### config.mk
export PLATFORM = sky130hd
export DESIGN_NAME = tc_wl_fetch
export DESIGN_NICKNAME = d
export VERILOG_FILES = /design/src/rtl/tc_pkg.sv /design/src/rtl/tc_line_unpacker.sv /design/src/rtl/tc_wl_fetch.sv
export SDC_FILE = /design/constraint.sdc
export NUM_CORES = 2
export LEC_CHECK = 0
export ABC_AREA = 0
export BUFFER_PORTS_ARGS = -buffer_cell sky130_fd_sc_hd__buf_2
export CORE_AREA = 2 2 317 319
export DETAILED_ROUTE_END_ITERATION = 16
export DIE_AREA = 0 0 319 321
export GPL_TIMING_DRIVEN = 0
export PLACE_DENSITY = 0.48
export SYNTH_ARGS = -nofsm -noshare
export SYNTH_HDL_FRONTEND = slang
export SYNTH_SLANG_ARGS = --single-unit
export TNS_END_PERCENT = 1
### constraint.sdc
create_clock -name clk -period 20.5 [get_ports clk]
set_input_delay 1.025 -clock clk [delete_from_list [all_inputs] [get_ports clk]]
set_output_delay 1.025 -clock clk [all_outputs]
set_load 0.005 [all_outputs]
### src/rtl/tc_pkg.sv
// Shared types and default geometry for the task-controller work-list fetch stage.
// The default line layout is 512-bit lines carrying eight 64-bit work items.
package tc_pkg;

    localparam int TC_ADDR_WIDTH  = 64;
    localparam int TC_DATA_WIDTH  = 512;
    localparam int TC_WL_LEN_BITS = 32;
    localparam int TC_WI_WIDTH    = 64;

    localparam int LINE_BYTES    = TC_DATA_WIDTH / 8;
    localparam int WI_PER_LINE   = TC_DATA_WIDTH / TC_WI_WIDTH;
    localparam int LINE_OFS_BITS = $clog2(LINE_BYTES);

    typedef enum logic [2:0] {
        ST_IDLE,
        ST_REQ,
        ST_WAIT,
        ST_UNPACK,
        ST_DRAIN,
        ST_FIN
    } tc_wl_state_e;

    // Width of an index over n items, never narrower than one bit.
    function automatic int idx_bits(input int n);
        return (n > 1) ? $clog2(n) : 1;
    endfunction

endpackage

### src/rtl/tc_line_unpacker.sv
// Holds one fetched memory line and walks through its work items in order.
// item_o is the item at the current index; last_o flags the final slot of the line.
module tc_line_unpacker
    import tc_pkg::*;
#(
    parameter int DATA_WIDTH = TC_DATA_WIDTH,
    parameter int WI_WIDTH   = TC_WI_WIDTH
) (
    input  logic                  clk,
    input  logic                  reset,
    input  logic                  load_i,
    input  logic [DATA_WIDTH-1:0] line_i,
    input  logic                  adv_i,
    output logic [WI_WIDTH-1:0]   item_o,
    output logic                  last_o
);

    localparam int N_ITEMS = DATA_WIDTH / WI_WIDTH;
    localparam int IDX_W   = idx_bits(N_ITEMS);

    logic [N_ITEMS-1:0][WI_WIDTH-1:0] line_q;
    logic [IDX_W-1:0]                 idx_q;

    // Capture a new line and restart at item 0, or step to the next item.
    // NOTE: state is written with <= so every flop samples the pre-edge value of its inputs.
    // NOTE: the line buffer is cleared on reset (unlike a RAM) so wi_data_o reads 0 out of reset.
    always_ff @(posedge clk or posedge reset) begin
        if (reset) begin
            line_q <= '0;
            idx_q  <= '0;
        end else if (load_i) begin
            line_q <= line_i;
            idx_q  <= '0;
        end else if (adv_i) begin
            idx_q  <= idx_q + 1'b1;
        end
    end

    assign item_o = line_q[idx_q];
    assign last_o = (idx_q == IDX_W'(N_ITEMS - 1));

endmodule

### src/rtl/tc_wl_fetch.sv
// Work-list fetch stage: reads line-aligned work-list lines over a valid/ready
// request port and pushes their work items, in order, into the work-item FIFO.
// Optional statistics counters are built when TC_WL_FETCH_STATS_EN is defined.
module tc_wl_fetch
    import tc_pkg::*;
#(
    parameter int ADDR_WIDTH  = TC_ADDR_WIDTH,
    parameter int DATA_WIDTH  = TC_DATA_WIDTH,
    parameter int WL_LEN_BITS = TC_WL_LEN_BITS,
    parameter int WI_WIDTH    = TC_WI_WIDTH
) (
    input  logic                   clk,
    input  logic                   reset,
    input  logic                   start_i,
    input  logic [ADDR_WIDTH-1:0]  wl_base_i,
    input  logic [WL_LEN_BITS-1:0] wl_len_i,
    input  logic                   abort_i,
    output logic                   busy_o,
    output logic                   done_o,
    output logic                   err_o,
    output logic                   mem_req_valid_o,
    input  logic                   mem_req_ready_i,
    output logic [ADDR_WIDTH-1:0]  mem_req_addr_o,
    input  logic                   mem_rsp_valid_i,
    input  logic [DATA_WIDTH-1:0]  mem_rsp_data_i,
    input  logic                   mem_rsp_err_i,
    output logic                   wi_push_o,
    output logic [WI_WIDTH-1:0]    wi_data_o,
    input  logic                   wi_full_i,
    output logic [31:0]            stat_lines_o,
    output logic [31:0]            stat_stall_o
);

    localparam int STEP_BYTES = DATA_WIDTH / 8;
    localparam int OFS_BITS   = $clog2(STEP_BYTES);

    tc_wl_state_e           state_q, state_d;
    logic [ADDR_WIDTH-1:0]  addr_q;
    logic [WL_LEN_BITS-1:0] rem_q;
    logic                   err_q;
    logic                   line_load;
    logic                   push;
    logic                   last_item;
    logic                   misaligned;
    logic                   rem_one;

    assign misaligned = (wl_base_i[OFS_BITS-1:0] != '0);
    assign rem_one    = (rem_q == WL_LEN_BITS'(1));

    // State register.
    always_ff @(posedge clk or posedge reset) begin
        if (reset) state_q <= ST_IDLE;
        else       state_q <= state_d;
    end

    // Next-state and handshake decode.
    // NOTE: every signal driven here gets a default first, so no path can infer a latch.
    always_comb begin
        state_d   = state_q;
        line_load = 1'b0;
        push      = 1'b0;
        case (state_q)
            ST_IDLE: begin
                if (start_i) begin
                    if (misaligned || wl_len_i == '0) state_d = ST_FIN;
                    else                              state_d = ST_REQ;
                end
            end
            ST_REQ: begin
                // A request accepted in the abort cycle is in flight: drain its response.
                if (mem_req_ready_i) state_d = abort_i ? ST_DRAIN : ST_WAIT;
                else if (abort_i)    state_d = ST_FIN;
            end
            ST_WAIT: begin
                if (abort_i) begin
                    // A response arriving with the abort is simply the one being discarded.
                    state_d = mem_rsp_valid_i ? ST_FIN : ST_DRAIN;
                end else if (mem_rsp_valid_i) begin
                    if (mem_rsp_err_i) begin
                        state_d = ST_FIN;
                    end else begin
                        state_d   = ST_UNPACK;
                        line_load = 1'b1;
                    end
                end
            end
            ST_UNPACK: begin
                if (abort_i) begin
                    state_d = ST_FIN;
                end else if (!wi_full_i) begin
                    push = 1'b1;
                    if (rem_one)        state_d = ST_FIN;
                    else if (last_item) state_d = ST_REQ;
                end
            end
            ST_DRAIN: begin
                if (mem_rsp_valid_i) state_d = ST_FIN;
            end
            ST_FIN:  state_d = ST_IDLE;
            default: state_d = ST_IDLE;
        endcase
    end

    // Work-list cursor (line address, items remaining) and sticky error flag.
    always_ff @(posedge clk or posedge reset) begin
        if (reset) begin
            addr_q <= '0;
            rem_q  <= '0;
            err_q  <= 1'b0;
        end else begin
            if (state_q == ST_IDLE && start_i) begin
                if (misaligned) begin
                    err_q <= 1'b1;
                end else if (wl_len_i != '0) begin
                    addr_q <= wl_base_i;
                    rem_q  <= wl_len_i;
                    err_q  <= 1'b0;
                end
            end
            if (state_q == ST_WAIT && mem_rsp_valid_i && mem_rsp_err_i && !abort_i) begin
                err_q <= 1'b1;
            end
            if (push) begin
                rem_q <= rem_q - WL_LEN_BITS'(1);
                if (last_item && !rem_one) addr_q <= addr_q + ADDR_WIDTH'(STEP_BYTES);
            end
        end
    end

    tc_line_unpacker #(
        .DATA_WIDTH (DATA_WIDTH),
        .WI_WIDTH   (WI_WIDTH)
    ) u_unpacker (
        .clk    (clk),
        .reset  (reset),
        .load_i (line_load),
        .line_i (mem_rsp_data_i),
        .adv_i  (push),
        .item_o (wi_data_o),
        .last_o (last_item)
    );

    assign busy_o          = (state_q == ST_REQ) || (state_q == ST_WAIT) ||
                             (state_q == ST_UNPACK) || (state_q == ST_DRAIN);
    assign done_o          = (state_q == ST_FIN);
    assign err_o           = err_q;
    assign mem_req_valid_o = (state_q == ST_REQ);
    assign mem_req_addr_o  = addr_q;
    assign wi_push_o       = push;

`ifdef TC_WL_FETCH_STATS_EN
    logic [31:0] lines_q;
    logic [31:0] stall_q;

    // Saturating counts of good lines received and FIFO-full stall cycles.
    always_ff @(posedge clk or posedge reset) begin
        if (reset) begin
            lines_q <= '0;
            stall_q <= '0;
        end else begin
            if (line_load && lines_q != '1) lines_q <= lines_q + 32'd1;
            if (state_q == ST_UNPACK && wi_full_i && stall_q != '1) stall_q <= stall_q + 32'd1;
        end
    end

    assign stat_lines_o = lines_q;
    assign stat_stall_o = stall_q;
`else
    assign stat_lines_o = '0;
    assign stat_stall_o = '0;
`endif

endmodule
; Yosys cells after proc, flatten, opt, wreduce, memory -nomap -nowiden
; Cells that the tools add are included.
[word_totals]
regBits = 615
in_bits = 616
[classes]
add_sub_neg = 3
n_lt_le_gt_ge = 1
n_eq_ne = 14
n_mux = 39
n_reduce_logical = 23
[ops]
columns = op, n
row1 = $mux 64, 6
row2 = $bmux 64 s3, 1
row3 = $mux 32, 4
row4 = $add 64x7->64 const B, 1
row5 = $mux 3, 15
row6 = $eq 32x1->1 const B, 1
row7 = $logic_not 32->1, 1
row8 = $reduce_bool 32->1, 1
row9 = $sub 32x1->32 const B, 1
row10 = $pmux 3 s5, 1
row11 = $mux 1, 12
row12 = $eq 3x3->1 const B, 3
row13 = $reduce_bool 2->1, 4
row14 = $eq 3x2->1 const B, 2
row15 = $ne 2x2->1 const B, 3
row16 = $ne 3x3->1 const B, 2
row17 = $reduce_and 6->1, 1
row18 = $reduce_bool 6->1, 1
row19 = $logic_and 1x1->1, 5
row20 = $logic_or 1x1->1, 4
row21 = $lt 3x4->1 const B, 1
row22 = $ne 4x4->1 const B, 1
row23 = $add 3x1->3 const B, 1
row24 = $eq 3x1->1 const B, 1
row25 = 6 further kinds, 7

; Longest topological paths before layout
[logic_depth]
word_depth = 6
depth_mapped = 10
depth_no_buf = 8

; Modules after synthesis
; A second synthesis with hierarchy kept.
[unflattened]
cells_unflattened = 2114
hier_area_um2 = 29266.8
[by_module_without_submodules]
columns = module, n_inst, cells_per_inst, area_each_um2, seq_area_each_um2
row1 = tc_line_unpacker, 1, 1320, 22816.9, 12887.4
row2 = tc_wl_fetch, 1, 794, 6449.9, 2502.4

; Worst setup path after synthesis
; OpenSTA, ideal clock, no wires.
[synth_path]
kind = register to output
from = reg u_unpacker.idx_q[0]
to = out wi_data_o[0]
arrival_ns = 2.093
t_required_ns = 19.475
slack_ns = 17.382
stages_incl_launch_ff = 5
path_buffers = 2
cell_sequence = dfrtp_1 > clkbuf_1 > buf_1 > mux4_2 > mux2_2
[synth_between]
elab_chain_cells = 2
[synth_rtl]
columns = item, line
row1 = "start, declared", tc_line_unpacker.sv:22  ; logic [IDX_W-1:0] idx_q;
row2 = "start signal, assigned", tc_line_unpacker.sv:35  ; idx_q <= idx_q + 1'b1;
row3 = $bmux 64 s3, tc_line_unpacker.sv:39  ; assign item_o = line_q[idx_q];
row4 = $mux 64 (not written as such), tc_line_unpacker.sv:39
row5 = "end, declared", tc_wl_fetch.sv:28  ; output logic [WI_WIDTH-1:0] wi_data_o,
; No other way between the ends. The select of a mux whose other input is x is not followed.

; Worst setup path in the final report
[layout_path]
from = reg u_unpacker.idx_q[1]
to = out wi_data_o[21]
; The elaborated chain is that of the path after synthesis.

==> flow_summary.html <==
<table>
<tr><th>Metric</th><th>Value</th></tr>
<tr><th colspan="2">Worst setup path</th></tr>
<tr><td>Library cell appearing most often on the critical path</td><td>sky130_fd_sc_hd__buf_2</td></tr>
<tr><td>Largest fanout on the critical path</td><td>10</td></tr>
<tr><td>Register-to-register path setup slack</td><td>16670 ps</td></tr>
<tr><td>Signal arrival time at the worst endpoint</td><td>4040 ps</td></tr>
<tr><td>Crit end category</td><td>output pin</td></tr>
<tr><td>Crit path required time</td><td>19480 ps</td></tr>
<tr><td>Biggest cell delay along the critical path</td><td>880 ps</td></tr>
<tr><td>Type of the worst setup path</td><td>flip-flop to output pin</td></tr>
<tr><td>Startpoint types</td><td>flip-flop</td></tr>
<tr><td>Ordered list of cells on the worst path</td><td>buf_2 -&gt; clkbuf_1 -&gt; buf_1 -&gt; mux4_2 -&gt; mux2_2 -&gt; buf_2</td></tr>
<tr><td>Cell with the largest stage delay on the worst path</td><td>sky130_fd_sc_hd__buf_1</td></tr>
<tr><th colspan="2">Synth</th></tr>
<tr><td>Number of flops mapped to enable cells by yosys</td><td>0</td></tr>
<tr><td>Number of unique standard cell types used by synthesis</td><td>66</td></tr>
<tr><td>Mapped Cells</td><td>2106</td></tr>
<tr><td>Syn Area/Cell</td><td>13.9 um^2</td></tr>
<tr><td>Cell Area, Synth</td><td>29300 um^2</td></tr>
<tr><td>Fraction of synthesis flops using an asynchronous set or reset pin</td><td>100%</td></tr>
<tr><td>Share of the synthesized area in the top cell type</td><td>52.5%</td></tr>
<tr><td>Cell types with the largest area share after synthesis</td><td>sky130_fd_sc_hd__dfrtp_1 53%, sky130_fd_sc_hd__mux2_2 22%, sky130_fd_sc_hd__mux4_2 9.8%</td></tr>
<tr><td>Register area share after synthesis</td><td>52.5%</td></tr>
<tr><td>Leading register cell type out of synthesis</td><td>sky130_fd_sc_hd__dfrtp_1</td></tr>
<tr><td>Leading area contributor after synthesis</td><td>sky130_fd_sc_hd__dfrtp_1</td></tr>
<tr><td>Synth warn</td><td>0</td></tr>
<tr><td>Number of synthesized register bits</td><td>615</td></tr>
<tr><th colspan="2">Global route</th></tr>
<tr><td>Pin count of the biggest net entering global routing</td><td>119</td></tr>
<tr><td>Number of global-route vias before repair</td><td>24100</td></tr>
<tr><td>First-pass GRT wire length</td><td>172000 um</td></tr>
<tr><td>Remaining global-route overflow</td><td>0</td></tr>
<tr><td>Antenna violations before repair</td><td>94</td></tr>
<tr><td>GR Util All Layers</td><td>23.1%</td></tr>
<tr><th colspan="2">Clock network</th></tr>
<tr><td>Hold Buf Count CTS</td><td>0</td></tr>
<tr><td>H-Tree Level Count</td><td>3</td></tr>
<tr><td>Clock-pin transition on the worst setup and hold timing paths</td><td>60 ps</td></tr>
<tr><td>Buffers inserted by post-CTS timing repair</td><td>0</td></tr>
<tr><td>Post-CTS Resized</td><td>0</td></tr>
<tr><td>Clock tree buffer depth</td><td>3</td></tr>
<tr><td>Root cell of the clock tree</td><td>sky130_fd_sc_hd__clkbuf_16</td></tr>
<tr><td>Number of buffers created by CTS</td><td>76</td></tr>
<tr><td>CTS tree</td><td>built</td></tr>
<tr><td>CTS Sinks</td><td>615</td></tr>
<tr><td>Worst-skew pair later-pin latency</td><td>650 ps</td></tr>
<tr><th colspan="2">Routing</th></tr>
<tr><td>Number of remaining DRC errors</td><td>0</td></tr>
<tr><td>Number of vias after detailed routing</td><td>22400</td></tr>
<tr><td>Drt initial violations</td><td>1299</td></tr>
<tr><td>Antenna Violating Nets Remaining</td><td>0</td></tr>
<tr><td>First-pass iteration count of the detailed router</td><td>5</td></tr>
<tr><td>Routed vias/inst</td><td>5.10</td></tr>
<tr><td>Overall routed net length</td><td>121000 um</td></tr>
<tr><td>Post-detailed-route wirelength per cell</td><td>27.4 um</td></tr>
<tr><th colspan="2">Power and ir drop</th></tr>
<tr><td>Maximum ir drop on the vdd rail</td><td>0.0000653 V</td></tr>
<tr><td>Power Dens Cells</td><td>109 nW/um^2</td></tr>
<tr><td>Leakage power summed over all cells</td><td>18.6 nW</td></tr>
<tr><td>Total power draw</td><td>4.11 mW</td></tr>
<tr><th colspan="2">Floorplanning</th></tr>
<tr><td>Core area</td><td>99300 um^2</td></tr>
<tr><td>Effective utilization at floorplan</td><td>29.5%</td></tr>
<tr><td>Die Outline Area</td><td>102000 um^2</td></tr>
<tr><td>Floorplan die height</td><td>321 um</td></tr>
<tr><td>Die boundary width</td><td>319 um</td></tr>
<tr><td>Boundary Pins</td><td>813</td></tr>
<tr><td>Site row count</td><td>116</td></tr>
<tr><th colspan="2">Layout</th></tr>
<tr><td>Core utilization of the finished layout</td><td>37.9%</td></tr>
<tr><td>Area growth from synthesis to layout</td><td>28.5%</td></tr>
<tr><td>Layout cells sized above 1</td><td>56.3%</td></tr>
<tr><td>Summed area of non-filler cells in the final layout</td><td>37700 um^2</td></tr>
<tr><td>Final-stage net count</td><td>3622</td></tr>
<tr><th colspan="2">Placement</th></tr>
<tr><td>DP Area</td><td>35100 um^2</td></tr>
<tr><td>Total half-perimeter wirelength after legalization and detailed placement</td><td>93400 um</td></tr>
<tr><td># port buffers</td><td>748</td></tr>
<tr><td>RePlAce Congestion</td><td>0.922</td></tr>
<tr><th colspan="2">STA</th></tr>
<tr><td>Fmax</td><td>198 MHz</td></tr>
<tr><td>Max-slew violations</td><td>0</td></tr>
<tr><td>Layout Skew</td><td>48.1 ps</td></tr>
<tr><td>Number of hold violations in the final report</td><td>0</td></tr>
<tr><td>Final sum of negative setup slack</td><td>0 ps</td></tr>
<tr><td>Period Utilization, post-route</td><td>24.7%</td></tr>
<tr><td>Shortest period the worst path allows</td><td>5060 ps</td></tr>
<tr><td>Worst Tran Pin Value</td><td>1270 ps</td></tr>
<tr><td>Worst hold slack</td><td>484 ps</td></tr>
<tr><td>Slew margin rel.</td><td>15.6%</td></tr>
<tr><td>Final count of negative-setup-slack endpoints</td><td>0</td></tr>
<tr><td>Unrepaired setup endpoints after global routing</td><td>false</td></tr>
<tr><th colspan="2">Min path</th></tr>
<tr><td>Worst min path class</td><td>flip-flop to flip-flop</td></tr>
<tr><th colspan="2">Job</th></tr>
<tr><td>Max Cap Violations</td><td>0</td></tr>
<tr><th colspan="2">Run status</th></tr>
<tr><td>Outcome</td><td>finished clean</td></tr>
</table>
-- cells by family after synthesis --
group	after synthesis	share of synthesized area, %
flip-flops	615	52.5
other	1	0.0128
AND/OR/NAND/NOR	335	5.91
XOR/XNOR	4	0.120
multiplexers	710	32.2
adder cells (fa/ha/maj)	5	0.214
buffers and inverters	221	3.89
AO/OA/AOI/OAI	215	5.14
-- cells in the final DEF, fill, tap and decap left out, types with 17 or more instances in the layout --
cell	synthesis	final
sky130_fd_sc_hd__buf_2	52	801
sky130_fd_sc_hd__dfrtp_1	615	615
sky130_fd_sc_hd__mux2_2	577	577
sky130_fd_sc_hd__mux4_2	128	128
sky130_fd_sc_hd__nor2_1	95	95
sky130_fd_sc_hd__clkbuf_1	59	80
sky130_fd_sc_hd__clkbuf_16	0	77
sky130_fd_sc_hd__buf_4	65	65
sky130_fd_sc_hd__conb_1	1	64
sky130_fd_sc_hd__nand2_1	56	56
sky130_fd_sc_hd__diode_2	0	49
sky130_fd_sc_hd__a21oi_1	48	48
sky130_fd_sc_hd__o21ai_0	40	40
sky130_fd_sc_hd__nand3_1	39	39
sky130_fd_sc_hd__nand4_1	27	27
sky130_fd_sc_hd__nor3_1	25	25
sky130_fd_sc_hd__a211oi_1	23	23
sky130_fd_sc_hd__inv_1	23	22
sky130_fd_sc_hd__buf_1	22	21
sky130_fd_sc_hd__nor4_1	19	19
sky130_fd_sc_hd__o221a_2	18	18
sky130_fd_sc_hd__and3_1	17	17
-- per-stage QoR --
stage                     std cells  worst slack (ps)
after global placement         4215             -5060
final                          4403             15440
after global routing           4384             15180
after floorplan                2169              2250
after CTS                      4354             15260
after detailed placement       4221             15800
-- flip-flops by register name, indices dropped and copies added (netlist names) --
| signal | count |
|---|---|
| err_o | 1 |
| rem_q | 32 |
| u_unpacker.idx_q | 3 |
| mem_req_addr_o | 64 |
| state_q | 3 |
| u_unpacker.line_q | 512 |
-- Yosys cell counts, types with 3 or more instances --
| master | count |
|---|---|
| sky130_fd_sc_hd__mux2i_1 | 5 |
| sky130_fd_sc_hd__buf_1 | 22 |
| sky130_fd_sc_hd__buf_4 | 65 |
| sky130_fd_sc_hd__and2_1 | 15 |
| sky130_fd_sc_hd__a211oi_1 | 23 |
| sky130_fd_sc_hd__dfrtp_1 | 615 |
| sky130_fd_sc_hd__inv_1 | 23 |
| sky130_fd_sc_hd__nor3b_1 | 5 |
| sky130_fd_sc_hd__and3_1 | 17 |
| sky130_fd_sc_hd__xnor2_1 | 4 |
| sky130_fd_sc_hd__nand4_1 | 27 |
| sky130_fd_sc_hd__or3_1 | 5 |
| sky130_fd_sc_hd__nand3_1 | 39 |
| sky130_fd_sc_hd__o21ai_0 | 40 |
| sky130_fd_sc_hd__o211ai_1 | 16 |
| sky130_fd_sc_hd__a311oi_1 | 11 |
| sky130_fd_sc_hd__buf_2 | 52 |
| sky130_fd_sc_hd__o21a_1 | 12 |
| sky130_fd_sc_hd__a21oi_1 | 48 |
| sky130_fd_sc_hd__mux2_2 | 577 |
| sky130_fd_sc_hd__a31oi_1 | 3 |
| sky130_fd_sc_hd__a21o_1 | 4 |
| sky130_fd_sc_hd__clkbuf_1 | 59 |
| sky130_fd_sc_hd__nand2_1 | 56 |
| sky130_fd_sc_hd__nor3_1 | 25 |
| sky130_fd_sc_hd__mux4_2 | 128 |
| sky130_fd_sc_hd__ha_1 | 5 |
| sky130_fd_sc_hd__and4_1 | 11 |
| sky130_fd_sc_hd__o22ai_1 | 9 |
| sky130_fd_sc_hd__nor4_1 | 19 |
| sky130_fd_sc_hd__o32ai_1 | 3 |
| sky130_fd_sc_hd__nor2b_1 | 3 |
| sky130_fd_sc_hd__or4_1 | 5 |
| sky130_fd_sc_hd__o31ai_1 | 3 |
| sky130_fd_sc_hd__nor2_1 | 95 |
| sky130_fd_sc_hd__o221a_2 | 18 |
-- cell type report --
cell class | count | area (um^2)
inverters | 23 | 93.8
clock buffers | 112 | 2200
multi-input cells | 1333 | 13000
fillers | 9750 | 61600
well taps | 1298 | 1620
plain buffers | 198 | 1050
repair buffers | 754 | 3910
diodes | 49 | 123
clock inverters | 21 | 262
flip-flops and latches | 615 | 15400
-- power by group --
| part | total, mW | internal (mW) | switching (mW) |
|---|---|---|---|
| registers | 1.73 | 1.53 | 0.205 |
| logic | 1.04 | 0.571 | 0.465 |
| clock network | 1.34 | 0.785 | 0.560 |
-- critical path: cells and delay by family (launching register included) --
family | cells | cell delay, ps
multiplexers | 2 | 870
buffers and inverters | 4 | 2130
flip-flops | 1 | 380
-- per-layer routing --
layer	track usage [%]	up-vias	part of all wire, %
li1	-	9647	-
met1	26.3	11600	38
met2	40.5	885	51
met3	7.56	266	7.7
met4	8.38	74	3.1
met5	0	-	0.38
-- path summary, 6_finish.rpt --
kind,end,cells past startpoint,startpoint
max,wi_data_o[21],6,u_unpacker.idx_q[1]
min,mem_req_addr_o[1],1,mem_req_addr_o[1]
max reg2reg,u_unpacker.line_q[129],9,state_q[2]
min reg2reg,mem_req_addr_o[1],1,mem_req_addr_o[1]
max in group asynchronous,u_unpacker.line_q[415],4,reset
min in group asynchronous,u_unpacker.line_q[335],2,reset
(Power assumes the default switching activity.)
